`src/rtl/imem_loader.sv`:
```
// rtl/imem_loader.sv - framed byte-stream loader driving the instruction memory write port
// Optional trailing XOR checksum byte is enabled by defining IMEM_LOADER_CHECKSUM_EN.
module imem_loader #(
  parameter int ADDR_W    = 10,
  parameter int MAX_WORDS = 1024
) (
  input  logic              clk,
  input  logic              reset,
  input  logic              start,
  input  logic              in_valid,
  input  logic [7:0]        in_byte,
  output logic              in_ready,
  output logic              imem_we,
  output logic [ADDR_W-1:0] imem_addr,
  output logic [15:0]       imem_wdata,
  output logic              cpu_hold,
  output logic              busy,
  output logic              done,
  output logic              error
);

  localparam logic [2:0] S_IDLE    = 3'd0;
  localparam logic [2:0] S_LEN_HI  = 3'd1;
  localparam logic [2:0] S_LEN_LO  = 3'd2;
  localparam logic [2:0] S_DATA_HI = 3'd3;
  localparam logic [2:0] S_DATA_LO = 3'd4;
`ifdef IMEM_LOADER_CHECKSUM_EN
  localparam logic [2:0] S_CSUM    = 3'd5;
`endif
  localparam logic [2:0] S_DONE    = 3'd6;
  localparam logic [2:0] S_ERR     = 3'd7;

  localparam logic [16:0] MAX_LEN = 17'(MAX_WORDS);

  logic [2:0]        state;
  logic [7:0]        len_hi;
  logic [7:0]        data_hi;
  logic [15:0]       words_left;
  logic [ADDR_W-1:0] word_idx;
  logic [15:0]       len_full;
  logic              accept;
`ifdef IMEM_LOADER_CHECKSUM_EN
  logic [7:0]        csum;
`endif

  always_comb begin
    busy = 1'b0;
    case (state)
      S_LEN_HI, S_LEN_LO, S_DATA_HI, S_DATA_LO: busy = 1'b1;
`ifdef IMEM_LOADER_CHECKSUM_EN
      S_CSUM: busy = 1'b1;
`endif
      default: busy = 1'b0;
    endcase
  end

  assign in_ready = busy;
  assign accept   = in_valid && in_ready;
  assign len_full = {len_hi, in_byte};
  assign done     = (state == S_DONE);
  assign error    = (state == S_ERR);
  // The core is released only while a cleanly finished frame is held in DONE.
  assign cpu_hold = (state != S_DONE);

  always_ff @(posedge clk) begin
    if (!reset) begin
      state      <= S_IDLE;
      imem_we    <= 1'b0;
      imem_addr  <= '0;
      imem_wdata <= '0;
      len_hi     <= '0;
      data_hi    <= '0;
      words_left <= '0;
      word_idx   <= '0;
`ifdef IMEM_LOADER_CHECKSUM_EN
      csum       <= '0;
`endif
    end else begin
      imem_we <= 1'b0;
      case (state)
        S_IDLE, S_DONE, S_ERR: begin
          if (start) begin
            state    <= S_LEN_HI;
            word_idx <= '0;
`ifdef IMEM_LOADER_CHECKSUM_EN
            csum     <= '0;
`endif
          end
        end
        S_LEN_HI: begin
          if (accept) begin
            len_hi <= in_byte;
            state  <= S_LEN_LO;
          end
        end
        S_LEN_LO: begin
          if (accept) begin
            words_left <= len_full;
            if (len_full == 16'd0 || {1'b0, len_full} > MAX_LEN)
              state <= S_ERR;
            else
              state <= S_DATA_HI;
          end
        end
        S_DATA_HI: begin
          if (accept) begin
            data_hi <= in_byte;
`ifdef IMEM_LOADER_CHECKSUM_EN
            csum    <= csum ^ in_byte;
`endif
            state   <= S_DATA_LO;
          end
        end
        S_DATA_LO: begin
          if (accept) begin
            imem_we    <= 1'b1;
            imem_addr  <= word_idx;
            imem_wdata <= {data_hi, in_byte};
            word_idx   <= word_idx + ADDR_W'(1);
            words_left <= words_left - 16'd1;
`ifdef IMEM_LOADER_CHECKSUM_EN
            csum       <= csum ^ in_byte;
`endif
            if (words_left == 16'd1) begin
`ifdef IMEM_LOADER_CHECKSUM_EN
              state <= S_CSUM;
`else
              state <= S_DONE;
`endif
            end else begin
              state <= S_DATA_HI;
            end
          end
        end
`ifdef IMEM_LOADER_CHECKSUM_EN
        S_CSUM: begin
          if (accept)
            state <= (csum == in_byte) ? S_DONE : S_ERR;
        end
`endif
        default: state <= S_IDLE;
      endcase
    end
  end

endmodule
```
`config.mk`:
```
export PLATFORM = sky130hd
export DESIGN_NAME = imem_loader
export DESIGN_NICKNAME = d
export VERILOG_FILES = /design/src/rtl/imem_loader.sv
export SDC_FILE = /design/constraint.sdc
export NUM_CORES = 1
export LEC_CHECK = 0
export ABC_AREA = 0
export ABC_CLOCK_PERIOD_IN_PS = 1900
export CORE_UTILIZATION = 35
export CTS_BUF_LIST = sky130_fd_sc_hd__clkbuf_8
export DETAILED_ROUTE_END_ITERATION = 7
export PLACE_DENSITY_LB_ADDON = 0.05
export SYNTH_ARGS = -nofsm -noshare
export SYNTH_HDL_FRONTEND = slang
export SYNTH_SLANG_ARGS = --single-unit
```
`constraint.sdc`:
```
create_clock -name clk -period 1.9 [get_ports clk]
set_input_delay 0.19 -clock clk [delete_from_list [all_inputs] [get_ports clk]]
set_output_delay 0.19 -clock clk [all_outputs]
set_load 0.1 [all_outputs]
```
==> qor.yml <==
power_and_ir_drop:
  comb_power_share_pct: 28.3
  power.total_mw: 4.42
  p_per_area_nw_per_um2: 995
  ir_worst_vdd_uv: 386
  p_sw_share_pct: 32.5
  clkPwrFrac_pct: 34.0
  p_int_mw: 2.98
  pwr-share-seq_pct: 37.7
  leakage_nw: 1.66
  netSwitchingPower_mw: 1.44
worst_setup_path:
  arrival_ns: 2.07
  reg2reg_from: "words_left[8]"
  endpoint_kind: "flip-flop"
  cp-start-kind: "flip-flop"
  crit_type: "flip-flop to flip-flop"
  slowest_stage: "or4_4"
  crit_start: "words_left[8]"
  slowest_delay_ns: 0.57
  cp.buffers_inverters: 0
  critPathTopFamily: "simple AND/OR/NAND/NOR gates"
  cp.required_ns: 2.17
  cp_cell_sequence: "or4_4 -> or3_4 -> nor3_2 -> nand4b_1 -> a31oi_1"
  crit_fanout: 5
clock_tree:
  h-tree-depth: 3
  cts_hold_buf: 0
  path_clk_slew_ns: 0.08
  cts_buffers: 9
  postCtsSetupRepairBufs: 0
  clk_latency_ns: 0.34
  clockBufferDepth: 2
  ctsRootBufferMaster: "clkbuf_8"
  cts.sinks: 72
  cts_tree: "done"
routing:
  via_count: 3043
  viasPerCell: 4.95
  remaining_drc_errors: 0
  wl_um: 9000
  wire_per_inst_um: 14.6
  drt_iter0_markers: 98
  drtPass1Iterations: 4
  antenna_left: 0
yosys:
  syn_inst: 413
  synth.distinct_cells: 49
  synth-seq-area-share_pct: 43.1
  synth_area_leaders: "dfxtp_1, nand2_1, a21boi_0"
  synth.largest_area_cell: "dfxtp_1"
  synth_edf_count: 0
  synth-seq-cells: 72
  syn_area_um2: 3340
  synth_most_common_cell: "nand2_1"
  async_flop_share_pct: 0
  synth_nets: 428
  yosys_warnings: 0
  synth.top_cell.area_share_pct: 43.1
  ys_top_cells_by_count: "nand2_1, dfxtp_1, nor2_1"
  synthFlopType: "dfxtp_1"
  avgSynthCellArea_um2: 8.10
worst_hold_path:
  hold_start: "data_hi[4]"
  hold_path.class: "flip-flop to flip-flop"
placement:
  finalWeightedCongestion: 0.857
  post-place-cells: 599
  port_buffers: 43
  placed_cell_area_um2: 4200
  hpwl_um: 6310
grt:
  grt_pass1_vias: 2833
  grt_use_total_pct: 18.8
  antenna_found_initial: 0
  gr-total-overflow: 0
  grt_pass1_wl_um: 14500
  grt_max_degree: 27
timing:
  setup-violations-final: 0
  post-route-period-util_pct: 95.2
  hold_ws_ns: 0.455
  finalHoldViolations: 0
  slew_viol_final: 0
  final.setup_skew_ns: 0.0114
  max_slew_margin_pct: 70.2
  rsz0062_at_grt: "false"
  fmax_mhz: 553
  period_needed_ns: 1.81
  worstMarginPinSlew_ns: 0.443
die:
  die_h_um: 99.8
  core-area_um2: 9240
  fp.dieW_um: 99.8
  rows: 35
  initial_core_util_pct: 36.2
  dieArea_um2: 9950
  ios: 44
final_layout:
  antenna_cells: 0
  layout.nets: 496
  syn_to_final_growth_pct: 32.8
  fillers: 919
  fin_cells: 615
  postLayoutCellArea_um2: 4440
  drive_gt1_share_pct: 21.0
  fin_util_pct: 48.1
run_status:
  outcome: "completed"
job:
  maxCapViolations: 0
cells in the final DEF (no fill, tap or decap), types with 4 or more instances in the layout:
cell / count
and3_1: 4
clkbuf_8: 9
a21boi_0: 25
nand2_1: 89
buf_4: 63
xnor2_1: 4
nor2b_1: 14
mux2i_1: 13
a21oi_1: 27
nand4_1: 4
clkdlybuf4s50_1: 11
nor2_1: 29
nand3_1: 9
o21ai_0: 14
xor2_1: 5
a22oi_1: 7
o22ai_1: 8
inv_1: 5
buf_12: 9
dfxtp_1: 70
nor3_1: 8
routing by layer:
metal | part of all wire [%] | GRT usage (%)
met2 | 47 | 30.4
met1 | 48 | 25.1
met4 | 1.8 | 7.47
met3 | 3.2 | 2.88
met5 | 0 | 0
cell families (layout without fill, tap and decap cells):
group                      count (synthesis)  count (layout)  share of synthesized area [%]
AOI/OAI and AO/OA                        104             104                           20.2
xor gates and xnor gates                  10              10                           2.62
adders and majority gates                  3               3                           1.12
buffers and inverters                     31             104                           3.97
DFF                                       72              72                           43.1
muxes                                     14              14                           4.23
and+or+nand+nor                          179             179                           24.8
timing repair:
action | CTS | global route
endpoints found under the setup margin | 0 | 2
gates resized for setup | 0 | 1
endpoints found under the hold margin | 0 | 0
state kept, by name, indices dropped and copies added (netlist names):
| register | cells |
|---|---|
| imem_wdata | 16 |
| word_idx | 10 |
| words_left | 16 |
| imem_addr | 10 |
| state | 3 |
| imem_we | 1 |
| len_hi | 8 |
| data_hi | 8 |
worst paths after layout:
kind / to / slack (ns) / depth (start not counted)
min: imem_wdata[12] / 0.45 / 2
max: words_left[15] / 0.09 / 5
min reg2reg: imem_wdata[12] / 0.45 / 2
max reg2reg: words_left[15] / 0.09 / 5
tightest hold or removal path: stages (launching register included):
cell	delay (ns)
dfxtp_1	0.32
nand2_1	0.05
a21oi_1	0.05
power groups by stage:
stage / registers, mW / clock network, mW / logic (mW)
global placement: 1.70 / 0 / 1.25
global route: 1.68 / 1.60 / 1.35
CTS: 1.67 / 1.54 / 1.25
floorplan: 1.70 / 0 / 0.831
detailed placement: 1.70 / 0 / 1.25
finish: 1.67 / 1.50 / 1.25
layout make-up:
type	instances	area, um^2	share of cell area [%]
multi-input cells	310	1810	40.7
flip-flops and latches	72	1440	32.5
repair buffers	83	763	17.2
well taps	129	161	3.63
clock buffers	9	124	2.79
clock inverters	7	119	2.68
inverters	5	22.5	0.507
metrics by stage:
stage	TNS [ns]	setup WS, ns
6_report	0	0.0919
5_1_grt	0	0.00353
4_1_cts	0	0.0189
3_5_place_dp	-0.0314	-0.00874
3_3_place_gp	0	0.0283
2_1_floorplan	-0.142	-0.142
(Power assumes the default switching activity.)
